===== src/rtl/lcd_spi_byte_tx.sv =====
// ============================================================================
// lcd_spi_byte_tx : one-byte-at-a-time SPI mode-3 serializer for the LCD bus
// Optional build macro: LCD_SPI_BURST_EN (back-to-back bytes inside one CS frame)
// Revision: 1.0
// ============================================================================
`timescale 1ns/1ps
`default_nettype none

module lcd_spi_byte_tx #(
   parameter int HALF_PERIOD = 1,
   parameter int CS_GAP      = 2
) (
   input  logic       CLK,
   input  logic       RST_N,
   input  logic       in_valid,
   output logic       in_ready,
   input  logic [7:0] in_data,
   input  logic       in_dc,
   output logic       busy,
   output logic       done,
   output logic       SCL,
   output logic       MOSI,
   output logic       DC,
   output logic       CS
);

   localparam logic [1:0] ST_IDLE  = 2'd0;
   localparam logic [1:0] ST_SETUP = 2'd1;
   localparam logic [1:0] ST_SHIFT = 2'd2;
   localparam logic [1:0] ST_GAP   = 2'd3;

   localparam logic [15:0] HP_LAST  = 16'(HALF_PERIOD - 1);
   localparam logic [15:0] GAP_LAST = 16'(CS_GAP - 1);

   logic [1:0]  state;
   logic [15:0] cnt;
   logic [2:0]  bit_cnt;
   logic [6:0]  shreg;

   logic cnt_last;
   logic gap_last;
   logic last_phase;
   logic accept;

   assign cnt_last   = (cnt == HP_LAST);
   assign gap_last   = (cnt == GAP_LAST);
   assign last_phase = (state == ST_SHIFT) && SCL && (bit_cnt == 3'd0) && cnt_last;

`ifdef LCD_SPI_BURST_EN
   assign in_ready = (state == ST_IDLE) || last_phase;
`else
   assign in_ready = (state == ST_IDLE);
`endif

   assign accept = in_valid && in_ready;

   always_ff @(posedge CLK or negedge RST_N) begin
      if (!RST_N) begin
         state   <= ST_IDLE;
         cnt     <= 16'd0;
         bit_cnt <= 3'd0;
         shreg   <= 7'd0;
         busy    <= 1'b0;
         done    <= 1'b0;
         SCL     <= 1'b1;
         MOSI    <= 1'b1;
         DC      <= 1'b1;
         CS      <= 1'b1;
      end else begin
         done <= 1'b0;
         case (state)
            ST_IDLE: begin
               if (accept) begin
                  state <= ST_SETUP;
                  busy  <= 1'b1;
                  CS    <= 1'b0;
                  SCL   <= 1'b1;
                  DC    <= in_dc;
                  MOSI  <= in_data[7];
                  shreg <= in_data[6:0];
                  cnt   <= 16'd0;
               end
            end
            ST_SETUP: begin
               if (cnt_last) begin
                  state   <= ST_SHIFT;
                  SCL     <= 1'b0;
                  cnt     <= 16'd0;
                  bit_cnt <= 3'd7;
               end else begin
                  cnt <= cnt + 16'd1;
               end
            end
            ST_SHIFT: begin
               if (!cnt_last) begin
                  cnt <= cnt + 16'd1;
               end else begin
                  cnt <= 16'd0;
                  if (!SCL) begin
                     SCL <= 1'b1;
                  end else if (bit_cnt != 3'd0) begin
                     // MOSI only moves as SCL falls, so it is stable across the rising edge
                     SCL     <= 1'b0;
                     bit_cnt <= bit_cnt - 3'd1;
                     MOSI    <= shreg[6];
                     shreg   <= {shreg[5:0], 1'b0};
                  end else begin
                     done <= 1'b1;
                     if (accept) begin
                        // burst: next byte starts straight in its first low phase, CS kept low
                        SCL     <= 1'b0;
                        bit_cnt <= 3'd7;
                        DC      <= in_dc;
                        MOSI    <= in_data[7];
                        shreg   <= in_data[6:0];
                     end else begin
                        state <= ST_GAP;
                        CS    <= 1'b1;
                     end
                  end
               end
            end
            ST_GAP: begin
               if (gap_last) begin
                  state <= ST_IDLE;
                  busy  <= 1'b0;
                  cnt   <= 16'd0;
               end else begin
                  cnt <= cnt + 16'd1;
               end
            end
            default: begin
               state <= ST_IDLE;
            end
         endcase
      end
   end

endmodule

`default_nettype wire


===== config.mk =====
export PLATFORM = sky130hd
export DESIGN_NAME = lcd_spi_byte_tx
export DESIGN_NICKNAME = d
export VERILOG_FILES = /design/src/rtl/lcd_spi_byte_tx.sv
export SDC_FILE = /design/constraint.sdc
export NUM_CORES = 1
export LEC_CHECK = 0
export BUFFER_PORTS_ARGS = -buffer_cell sky130_fd_sc_hd__clkbuf_2
export CAP_MARGIN = 20
export CORE_MARGIN = 1.5
export CORE_UTILIZATION = 55
export DETAILED_ROUTE_END_ITERATION = 10
export HOLD_SLACK_MARGIN = 0.06
export PLACE_DENSITY = 0.74
export SYNTH_ARGS = -nofsm -noshare
export SYNTH_HDL_FRONTEND = slang
export SYNTH_SLANG_ARGS = --single-unit
export TNS_END_PERCENT = 20

===== constraint.sdc =====
create_clock -name CLK -period 3 [get_ports CLK]
set_clock_uncertainty 0.1 [all_clocks]
set_input_delay 0.15 -clock CLK [delete_from_list [all_inputs] [get_ports CLK]]
set_output_delay 0.15 -clock CLK [all_outputs]
set_load 0.01 [all_outputs]

After elaboration in Yosys (flattened, before gate mapping)
Cells that the tools add are included.
W data, S select, Z words.
{"block": "totals", "input_bits": 12, "wordCells": 92, "out_inout_bits": 7, "regBits": 34}
{"block": "op_classes", "n_mux": 52, "n_reduce_logical": 16, "eq_ne": 12, "n_addsub": 2}
{"op": "$mux W16", "n": 3}
{"op": "$pmux W16 S3", "n": 1}
{"op": "$mux W7", "n": 4}
{"op": "$mux W1", "n": 24}
{"op": "$add A16 B1 Y16 const B", "n": 1}
{"op": "$eq A16 B1 Y1 const B", "n": 1}
{"op": "$logic_not A16 Y1", "n": 1}
{"op": "$mux W3", "n": 5}
{"op": "$mux W2", "n": 7}
{"op": "$pmux W7 S2", "n": 1}
{"op": "$ne A2 B2 Y1 const B", "n": 6}
{"op": "$pmux W1 S2", "n": 4}
{"op": "$pmux W2 S4", "n": 1}
{"op": "$reduce_and A4 Y1", "n": 2}
{"op": "$reduce_and A7 Y1", "n": 1}
{"op": "$pmux W3 S2", "n": 1}
{"op": "$reduce_and A3 Y1", "n": 2}
{"op": "$reduce_and A6 Y1", "n": 1}
{"op": "$reduce_bool A2 Y1", "n": 3}
{"op": "$reduce_bool A3 Y1", "n": 2}
{"op": "$reduce_and A5 Y1", "n": 1}
{"op": "$eq A2 B2 Y1 const B", "n": 2}
{"op": "$ne A3 B2 Y1 const B", "n": 1}
{"op": "$pmux W1 S3", "n": 1}
{"op": "6 further kinds", "n": 6}

Depth between registers and ports, before layout
Gate-level depths: netlist (run 1).
{"block": "depth", "ltp_word": 7, "ltp_mapped": 9, "mapped_depth_nobuf": 7}

Worst setup path after synthesis (run 1)
Ideal clock, no wire load.
{"block": "synth_timing", "kind": "register to register", "startpoint": "register cnt[6]", "endpoint": "register state[1]", "arrival_time_ns": 2.036, "n_path_buf": 0, "stages_incl_launch_ff": 6, "synth_period_minus_slack_ns": 2.260, "path_slack_ns": 0.740, "setup_time_ns": 0.125, "required_time_ns": 2.775, "cell_sequence": "dfrtp_1 or4_4 nor4_4 o21ai_1 nor3b_2 mux2_2"}
{"block": "synth_between", "elab_chain_len": 3, "elab_cells_between_ends": 6, "cone_classes": "eq/ne: 4; reduce/logical: 2"}
{"element": "start: declaration", "line_no": "36", "text": "logic [15:0] cnt;"}
{"element": "start signal: assignment", "line_no": "91", "text": "cnt <= cnt + 16'd1;"}
{"element": "start signal: assignment", "line_no": "96", "text": "cnt <= cnt + 16'd1;"}
{"element": "start signal: assignment", "line_no": "129", "text": "cnt <= cnt + 16'd1;"}
{"element": "$eq A16 B1 Y1 or $logic_not A16 Y1 (tied branches)", "line_no": "46, 45"}
{"element": "$ne A2 B2 Y1 (no line)"}
{"element": "$reduce_and A7 Y1 (no line) (*)"}
{"element": "end signal: assignment", "line_no": "59", "text": "state <= ST_IDLE;"}
{"element": "end signal: assignment", "line_no": "74", "text": "state <= ST_SETUP;"}
{"element": "end signal: assignment", "line_no": "86", "text": "state <= ST_SHIFT;"}
{"element": "end: declaration", "line_no": "35", "text": "logic [1:0] state;"}
Mark *: on every way between the ends. The rest lies on a longest branch, timed or not.
A chain may end at the register's enable or synchronous reset.

Worst setup path in the final report (run 1)
{"block": "layout_timing", "startpoint": "register cnt[10]", "endpoint": "register cnt[7]"}
{"block": "layout_between", "elab_chain_len": 3, "elab_cells_between_ends": 5, "cone_classes": "eq/ne: 1; mux: 3; reduce/logical: 1"}
{"element": "$eq A16 B1 Y1 or $logic_not A16 Y1 (tied branches)", "line_no": "46, 45"}
{"element": "$mux W16, on equally long branches", "line_no": "124, 85, 95"}
{"element": "$pmux W16 S3 (*)", "line_no": "71", "text": "case (state)"}
Marks and branches as above.

==> results of run 1 <==
[through the flow]
stage | total power [mW] | hold WS, ns | instances | utilization (%)
after floorplan | 0.468 | -0.246 | 196 | -
after global placement | 0.484 | 0.177 | 257 | 61.7
after detailed placement | 0.485 | 0.199 | 257 | 61.7
after CTS | 0.823 | 0.0606 | 274 | 66.7
after global routing | 0.845 | 0.0810 | 275 | 66.9
final | 0.818 | 0.0620 | 275 | 66.9
[sequential cells by signal (all words and copies together), names as in the netlist, 2 cells and up]
name     cells
shreg        7
bit_cnt      3
state        2
cnt         16
[repair_timing]
action	4_1_cts	5_1_grt
hold buffers	9	0
endpoints found under the setup margin	0	0
endpoints found under the hold margin	38	0
[power groups by stage]
stage	Sequential [mW]	Clock [mW]	Combinational, mW
finish	0.458	0.333	0.0265
global route	0.458	0.356	0.0303
CTS	0.458	0.337	0.0269
detailed placement	0.467	0	0.0179
global placement	0.467	0	0.0172
floorplan	0.467	0	0.00105
[cells in the mapped netlist (2+ instances only)]
master      n  area share (%)
o41ai_1     2            0.90
nor4_1      2            0.64
nor3_1      3            0.77
a41oi_1     4             1.8
or3b_2      2            0.90
buf_6       3             1.7
or4_1       2            0.77
and3_1      4             1.3
o21a_1      3             1.2
ha_1       11             7.1
a21oi_1     8             2.1
o22ai_1     7             2.3
dfrtp_1    30              39
nor2_1      8             1.5
inv_1      12             2.3
or4_4       2             1.2
o21ai_0     5             1.3
nand2_1    17             3.3
mux2_2      4             2.3
clkbuf_1    4            0.77
nand2b_1    3            0.97
dfstp_2     4             5.4
nor2b_1     4             1.3
a31oi_1    16             5.1
a2bb2oi_1   6             2.7
nand3_1    13             3.3
[critical path, cell delays in order (launching register included)]
cell     delay (ns)
dfrtp_1        0.44
or4_1          0.63
o41ai_1        0.44
a21oi_1        0.12
buf_4          0.21
buf_4          0.20
a41oi_1        0.24
a31oi_1        0.08
[path summary, 6_finish.rpt]
| check | startpoint | endpoint | cells past startpoint |
|---|---|---|---|
| hold / removal | in_valid | CS | 4 |
| setup / recovery | cnt[10] | cnt[7] | 7 |
| hold reg to reg | MOSI | MOSI | 1 |
| setup reg to reg | cnt[10] | cnt[7] | 7 |
| max in group asynchronous | RST_N | cnt[6] | 2 |
| min in group asynchronous | RST_N | shreg[0] | 2 |
[cell type report]
| type | instances | area [um^2] |
|---|---|---|
| well taps | 46 | 57.6 |
| clock buffers | 5 | 37.5 |
| fillers | 290 | 1110 |
| repair buffers | 33 | 225 |
| multi-input cells | 142 | 990 |
| flip-flops and latches | 34 | 856 |
| inverters | 12 | 45.0 |
| clock inverters | 3 | 40.0 |
[logic make-up after synthesis]
family          after synthesis  synth area share, %
flops                        34                 44.0
buf+inv                      20                 5.08
compound gates               62                 22.6
mux                           5                 2.83
fa+ha+maj                    11                 7.08
simple gates                 64                 18.4
[layer usage]
layer  wire, um  global-route usage, %
met5          0                      0
met4         36                   8.33
met3        188                   6.13
met2       1970                   37.5
met1       1930                   30.2
==> flow_summary.json, run 1 <==
{
  "run_status": "finished clean",
  "numClockSinks": 34,
  "postSynth.asyncResetShare_pct": 100,
  "min_period_over_period_pct": 86.1,
  "share_of_total_power_consumed_by_net_switching_pct": 21.3,
  "synthesized_net_count": 219,
  "placement_rows": 21,
  "gr-usage-all-layers_pct": 23.2,
  "postSynthRegisterBits": 34,
  "dpl_cell_area_um2": 2080,
  "max_slew.worst_pin.slew_ns": 0.845,
  "report.final.setup_viol": 0,
  "synth_warnings": 0,
  "portBuffers": 18,
  "synth_enable_flop_cells": 0,
  "seq_area_frac_synth_pct": 44.0,
  "routed_wire_length_per_instance_um": 15.0,
  "postRouteWirelength_um": 4120,
  "area_growth_pct": 15.8,
  "max_cap_viol_count": 0,
  "non_filler_cell_area_final_um2": 2250,
  "ys.flop_type": "dfrtp_1",
  "power_leakage_nw": 1.02,
  "drt_iter0_drc": 123,
  "core_area_um2": 3360,
  "worst-endpoint-arrival_ns": 2.70,
  "die_x_um": 62.5,
  "antennaDiodeCount": 0,
  "layout-drive-gt1-share_pct": 21.4,
  "die_h_um": 62.5,
  "hp-class": "in -> reg",
  "global_route.overflow_total": 0,
  "post-route-min-period_ns": 2.58,
  "detailedPlacementHpwl_um": 2810,
  "timing.slew.headroom_pct": 43.7,
  "worst_setup_path_end_kind": "register",
  "grt_antenna_before_repair": 0,
  "worst-setup-path-type": "reg -> reg",
  "clk_root_buffer_cell": "clkbuf_4",
  "h-tree-depth": 2,
  "ios": 19,
  "ir_drop_mv": 0.225,
  "clock_power_share_pct": 40.7,
  "gp_congestion": 0.768,
  "drtPass1Iterations": 4,
  "insertion_delay_ns": 0.35,
  "number_of_instances_in_the_synthesized_netlist": 196,
  "final-max-slew-violation-count": 0,
  "design.final.nets": 251,
  "route.vias.total": 1658,
  "netlist-cell-type-count": 43,
  "synthesis.area_per_instance_um2": 9.92,
  "route.antenna.remaining_nets": 0,
  "final_hold_fails": 0,
  "cts_tree": "yes",
  "floorplan.initialDensity_pct": 57.8,
  "grt_pass1_wl_um": 7210,
  "required_ns": 3.11,
  "mostFrequentLayoutCells": "30 x dfrtp_1, 18 x clkbuf_2, 17 x nand2_1",
  "clock.fmax_ghz": 0.387,
  "finalWorstSetupSlack_ns": 0.416,
  "cts_repair_resize_count": 0,
  "clock_pin_slew_worst_setup_and_hold_paths_ns": 0.11,
  "clk_path_buf_depth": 2,
  "category_of_the_worst_setup_path_launch_point": "register",
  "power_per_cell_area_nw_per_um2": 363,
  "power.net_switching_mw": 0.174,
  "grt_setup_unrepaired": "false",
  "combinationalPowerShare_pct": 3.2,
  "die_area_um2": 3900,
  "average_vias_per_placed_instance": 6.03,
  "synth.cell_area_um2": 1940,
  "power_report.internal_total_mw": 0.644,
  "grt_pass1_vias": 1644,
  "post_cts_buffers": 0,
  "seqPwrFrac_pct": 56.0,
  "cts_inserted_buffers": 5,
  "highest_fanout_seen_on_the_critical_path": 16,
  "drc": 0,
  "detailedPlace.worstSlack_ns": 0.319,
  "leading_cell_type_in_the_layout_fill_and_taps_excluded": "dfrtp_1",
  "reg2reg_setup_slack_ns": 0.42,
  "pin_count_of_the_biggest_net_entering_global_routing": 35,
  "setup_total_negative_slack_ns": 0
}
Power figures use the tool's default switching activity.
==> run 2: changes to the inputs <==
Settings changed: CORE_MARGIN 1.5 to not set.
Clock period 3 ns to 2.6 ns, I/O delays scaled along.
==> run 2 against run 1 <==
Critical endpoint is now cnt[3]. Via count did not move. Highest routed layer unchanged. Routed wire length rose by 6.6%. Critical path depth grew 1. Die area is 3.2% lower. Worst hold slack improved by 0.012 ns.
==> flow_summary.json, run 2 (synthesis gave the netlist of run 1 again) <==
{
  "run_status": "finished clean",
  "largest_register_ff_count": 16,
  "postRouteWirelength_um": 4390,
  "report.final.setup_viol": 0,
  "reg_to_reg_endpoint": "cnt[3]",
  "place.detailed.instances": 265,
  "pin_count_of_the_biggest_net_entering_global_routing": 35,
  "highest_fanout_seen_on_the_critical_path": 15,
  "cp-endpoint": "cnt[3]",
  "drt_iter0_drc": 177,
  "average_vias_per_placed_instance": 5.86,
  "post-route-min-period_ns": 2.45,
  "grt_pass1_vias": 1591,
  "worst_setup_path_end_kind": "register",
  "crit_path_start": "cnt[1]",
  "die_area_um2": 3780,
  "reg2reg_setup_slack_ns": 0.15,
  "layout-drive-gt1-share_pct": 24.1,
  "die_x_um": 61.5,
  "clock_pin_slew_worst_setup_and_hold_paths_ns": 0.10,
  "placement_rows": 21,
  "final.hold.worst_slack_ns": 0.0744,
  "drtPass1Iterations": 4,
  "routed_wire_length_per_instance_um": 15.5,
  "core_area_um2": 3360,
  "h-tree-depth": 2,
  "antennaDiodeCount": 0,
  "cts_tree": "yes",
  "leading_cell_type_in_the_layout_fill_and_taps_excluded": "dfrtp_1",
  "global_route.overflow_total": 0,
  "top_register": "cnt",
  "category_of_the_worst_setup_path_launch_point": "register",
  "mostFrequentLayoutCells": "30 x dfrtp_1, 18 x clkbuf_2, 17 x nand2_1",
  "die_h_um": 61.5,
  "min_period_over_period_pct": 94.1,
  "area_growth_pct": 18.7,
  "portBuffers": 18,
  "setup_total_negative_slack_ns": 0,
  "grt_antenna_before_repair": 0,
  "worst-setup-path-type": "reg -> reg",
  "timing.slew.headroom_pct": 44.8,
  "clk_root_buffer_cell": "clkbuf_4",
  "power_per_cell_area_nw_per_um2": 375,
  "hp-class": "in -> reg",
  "required_ns": 2.71,
  "floorplan.initialDensity_pct": 57.8,
  "insertion_delay_ns": 0.33,
  "worst-endpoint-arrival_ns": 2.56,
  "top_regs": "cnt x16, shreg x7, bit_cnt x3",
  "final_hold_fails": 0,
  "final-max-slew-violation-count": 0,
  "max_cap_viol_count": 0,
  "reg2reg_depth": 8,
  "ios": 19,
  "number_of_inserted_filler_cells_in_the_final_layout": 285,
  "report.power.total_mw": 0.865,
  "power_leakage_nw": 1.06,
  "gp_congestion": 0.874,
  "gr-usage-all-layers_pct": 26.2,
  "route.antenna.remaining_nets": 0,
  "cts_inserted_buffers": 5,
  "drc": 0,
  "ir_drop_mv": 0.320,
  "grt_pass1_wl_um": 7170,
  "reg2reg_from": "cnt[1]",
  "detailedPlacementHpwl_um": 3090,
  "numClockSinks": 34,
  "final_cells": 283,
  "design.final.nets": 259,
  "route.vias.total": 1658,
  "max_slew.worst_pin.slew_ns": 0.828,
  "grt_setup_unrepaired": "false",
  "clk_path_buf_depth": 2,
  "clock.fmax_ghz": 0.409
}
[run 2: worst min path at each step]
stage | from | end | slack, ns | depth (start not counted)
after floorplan | RST_N | bit_cnt[0] | -0.27 | 0
after global placement | RST_N | shreg[2] | 0.16 | 1
after detailed placement | RST_N | shreg[2] | 0.17 | 1
after CTS | in_valid | CS | 0.06 | 4
after global routing | in_valid | CS | 0.15 | 4
final | in_valid | CS | 0.07 | 4
[run 2: repair_timing]
action	4_1_cts	5_1_grt
hold endpoints to repair	38	1
hold buffers	9	1
buffers inserted	0	0
endpoints found under the setup margin	0	15
resized for setup	0	2
[run 2: worst max-delay path: stages, from the launching register on]
cell and delay (ns):
dfrtp_1 0.43, inv_1 0.11, ha_1 0.15, or3b_2 0.49, o41ai_1 0.36, a21oi_2 0.16
buf_4 0.21, a41oi_1 0.25, a31oi_1 0.06
[run 2: per-stage QoR]
step           utilization (%)  cell area (um^2)  setup slack, ns
3_3_place_gp              63.5              2140            0.242
3_5_place_dp              63.5              2140            0.131
5_1_grt                   68.6              2310           0.0138
2_1_floorplan                -              1940            0.340
4_1_cts                   68.0              2290           0.0694
6_report                  68.6              2310            0.152
[run 2: where the power goes]
group	switching (mW)	internal (mW)
clock	0.173	0.131
combinational	0.0158	0.0163
sequential	0	0.529
total	0.189	0.676
[run 2: final cells by class]
| class | count | area [um^2] | area share (%) |
|---|---|---|---|
| repair buffers | 41 | 288 | 12.5 |
| clock inverters | 1 | 5.00 | 0.217 |
| inverters | 12 | 45.0 | 1.95 |
| multi-input cells | 142 | 1000 | 43.4 |
| flip-flops and latches | 34 | 856 | 37.1 |
| clock buffers | 7 | 55.1 | 2.39 |
| well taps | 46 | 57.6 | 2.49 |
[run 2: metal layers]
| metal | track usage (%) | vias up | share of wire, % |
|---|---|---|---|
| met1 | 34.8 | 794 | 48 |
| met2 | 43.6 | 39 | 48 |
| met4 | 9.52 | 0 | 1.4 |
| li1 | - | 818 | - |
| met5 | 0 | - | 0 |
| met3 | 3.99 | 7 | 3.1 |
==> run 3: changes to the inputs <==
Settings changed: BUFFER_PORTS_ARGS -buffer_cell sky130_fd_sc_hd__clkbuf_2 to not set, CORE_ASPECT_RATIO set to 1.1, DONT_BUFFER_PORTS set to 1, PLACE_DENSITY 0.74 to 0.69.
==> run 3 against run 2 <==
Setup slack worse by 0.053 ns. Non-clock buffer count is 18 lower. Count of clock-buffer cells in the layout is 2 lower. Cell count is 5.7% lower. Sequential cell count stayed put. Critical path depth is 1 lower. Critical path type unchanged. Critical endpoint is now state[1].
==> flow_summary.json, run 3 (synthesis gave the netlist of run 1 again) <==
{
  "max_cap_viol_count": 0,
  "average_vias_per_placed_instance": 6.00,
  "routed_wire_length_per_instance_um": 15.9,
  "gp_congestion": 0.813,
  "antennaDiodeCount": 0,
  "mostFrequentLayoutCells": "30 x dfrtp_1, 17 x nand2_1, 16 x a31oi_1",
  "min_period_over_period_pct": 96.2,
  "drt_iter0_drc": 107,
  "timing.slew.headroom_pct": 66.2,
  "grt_pass1_wl_um": 6840,
  "globalRouteMet3Util_pct": 6.07,
  "h-tree-depth": 2,
  "run_status": "finished clean",
  "power_report.internal_total_mw": 0.743,
  "cts_inserted_buffers": 5,
  "worst-setup-path-type": "reg -> reg",
  "top_regs": "cnt x16, shreg x7, bit_cnt x3",
  "highest_fanout_seen_on_the_critical_path": 4,
  "worst_setup_path_end_kind": "register",
  "cp-endpoint": "state[1]",
  "combinationalPowerShare_pct": 3.0,
  "insertion_delay_ns": 0.35,
  "grt_antenna_before_repair": 0,
  "final_hold_fails": 0,
  "hp-class": "in -> reg",
  "post-route-min-period_ns": 2.50,
  "required_ns": 2.73,
  "leading_cell_type_in_the_layout_fill_and_taps_excluded": "dfrtp_1",
  "die_area_um2": 3780,
  "report.power.total_mw": 0.941,
  "portBuffers": 0,
  "floorplan.initialDensity_pct": 57.9,
  "clk_path_buf_depth": 2,
  "clock_power_share_pct": 40.8,
  "area_growth_pct": 16.0,
  "reg2reg_depth": 7,
  "power_leakage_nw": 0.993,
  "core_area_um2": 3360,
  "crit_path_max_incr_delay_ns": 0.50,
  "reg2reg_setup_slack_ns": 0.1,
  "ir_drop_mv": 0.471,
  "drtPass1Iterations": 5,
  "crit_chain": "inv_1 > ha_1 > or3b_2 > nor4_4 > o21ai_2 > nor3b_2 > mux2_2",
  "route.vias.total": 1603,
  "clock_pin_slew_worst_setup_and_hold_paths_ns": 0.10,
  "cpLargestDelayFamily": "simple AND/OR/NAND/NOR gates",
  "global_route.overflow_total": 0,
  "worst-endpoint-arrival_ns": 2.63,
  "clk_root_buffer_cell": "clkbuf_4",
  "route.antenna.remaining_nets": 0,
  "critical_path.slowest_cell": "or3b_2",
  "crit_path_buf_inv_count": 1,
  "die_h_um": 64.4,
  "numClockSinks": 34,
  "max_slew.worst_pin.slew_ns": 0.504,
  "design.final.nets": 241,
  "die_x_um": 58.7,
  "place.detailed.instances": 247,
  "final_cells": 267,
  "cts_tree": "yes",
  "reg_to_reg_endpoint": "state[1]",
  "seqPwrFrac_pct": 56.2,
  "top_register": "cnt",
  "reg2reg_from": "cnt[1]",
  "category_of_the_worst_setup_path_launch_point": "register",
  "clock.fmax_ghz": 0.400,
  "report.final.setup_viol": 0,
  "share_of_total_power_consumed_by_net_switching_pct": 21.0,
  "grt_use_met2_pct": 39.8,
  "final-max-slew-violation-count": 0,
  "layout-drive-gt1-share_pct": 18.3,
  "gr-usage-all-layers_pct": 24.1,
  "power.net_switching_mw": 0.198,
  "crit_path_start": "cnt[1]",
  "power_per_cell_area_nw_per_um2": 417,
  "postRouteWirelength_um": 4260,
  "worst_hold_path.num_cells": 3,
  "busiest_layer": "met2",
  "pin_count_of_the_biggest_net_entering_global_routing": 35,
  "cp.depth": 7,
  "gr-usage-met1_pct": 30.4,
  "ios": 19,
  "placement_rows": 22,
  "final.hold.worst_slack_ns": 0.0941,
  "detailedPlacementHpwl_um": 2890,
  "drc": 0,
  "grt_pass1_vias": 1597,
  "largest_register_ff_count": 16
}
run 3: changes by cell type in the layout (fill, tap and decap cells not counted), sizes merged:
cell,delta
buf,-1
clkinv,+1
dlygate4sd3,+1
clkbuf,-20
bufinv,+1
run 3: area by class of cell:
type                    count  area (um^2)
flip-flops and latches     34          856
inverters                  12         45.0
clock buffers               5         37.5
fillers                   276         1100
multi-input cells         142         1000
repair buffers             23          213
clock inverters             3         40.0
well taps                  48         60.1
run 3: how the worst min path moves through the flow:
| stage | startpoint | to | slack (ns) |
|---|---|---|---|
| final | in_valid | MOSI | 0.09 |
| after global routing | in_valid | MOSI | 0.10 |
| after CTS | in_valid | MOSI | 0.06 |
| after detailed placement | RST_N | shreg[1] | -0.26 |
| after global placement | RST_N | shreg[1] | -0.26 |
| after floorplan | RST_N | bit_cnt[0] | -0.27 |
run 3: power by group through the flow:
stage | Sequential, mW | Combinational (mW) | Clock (mW)
global route | 0.529 | 0.0319 | 0.413
finish | 0.529 | 0.0285 | 0.383
floorplan | 0.539 | 0.00121 | 0
detailed placement | 0.539 | 0.00133 | 0
CTS | 0.529 | 0.0292 | 0.392
global placement | 0.539 | 0.00131 | 0
run 3: routing by layer:
metal | vias to the layer above | part of all wire [%]
li1 | 781 | -
met1 | 769 | 43
met2 | 48 | 51
met3 | 5 | 5.1
met4 | 0 | 0.99
met5 | - | 0
run 3: per-stage QoR:
step | setup WS, ns | cell area [um^2] | utilization (%) | TNS, ns
finish | 0.0995 | 2260 | 67.2 | 0
global route | -0.0226 | 2260 | 67.2 | -0.0264
CTS | 0.113 | 2240 | 66.7 | 0
detailed placement | 0.139 | 2030 | 60.5 | 0
global placement | 0.145 | 2030 | 60.5 | 0
floorplan | 0.340 | 1940 | - | 0
run 3: what timing repair did:
item	CTS	global route
hold endpoints to repair	45	0
setup buffers	0	0
resized for setup	0	3
hold buffers	12	0
endpoints found under the setup margin	0	10
run 3: worst min-delay path: stages:
cell,delay [ns]
nand2_1,0.15
a21boi_4,0.12
a2bb2oi_1,0.14
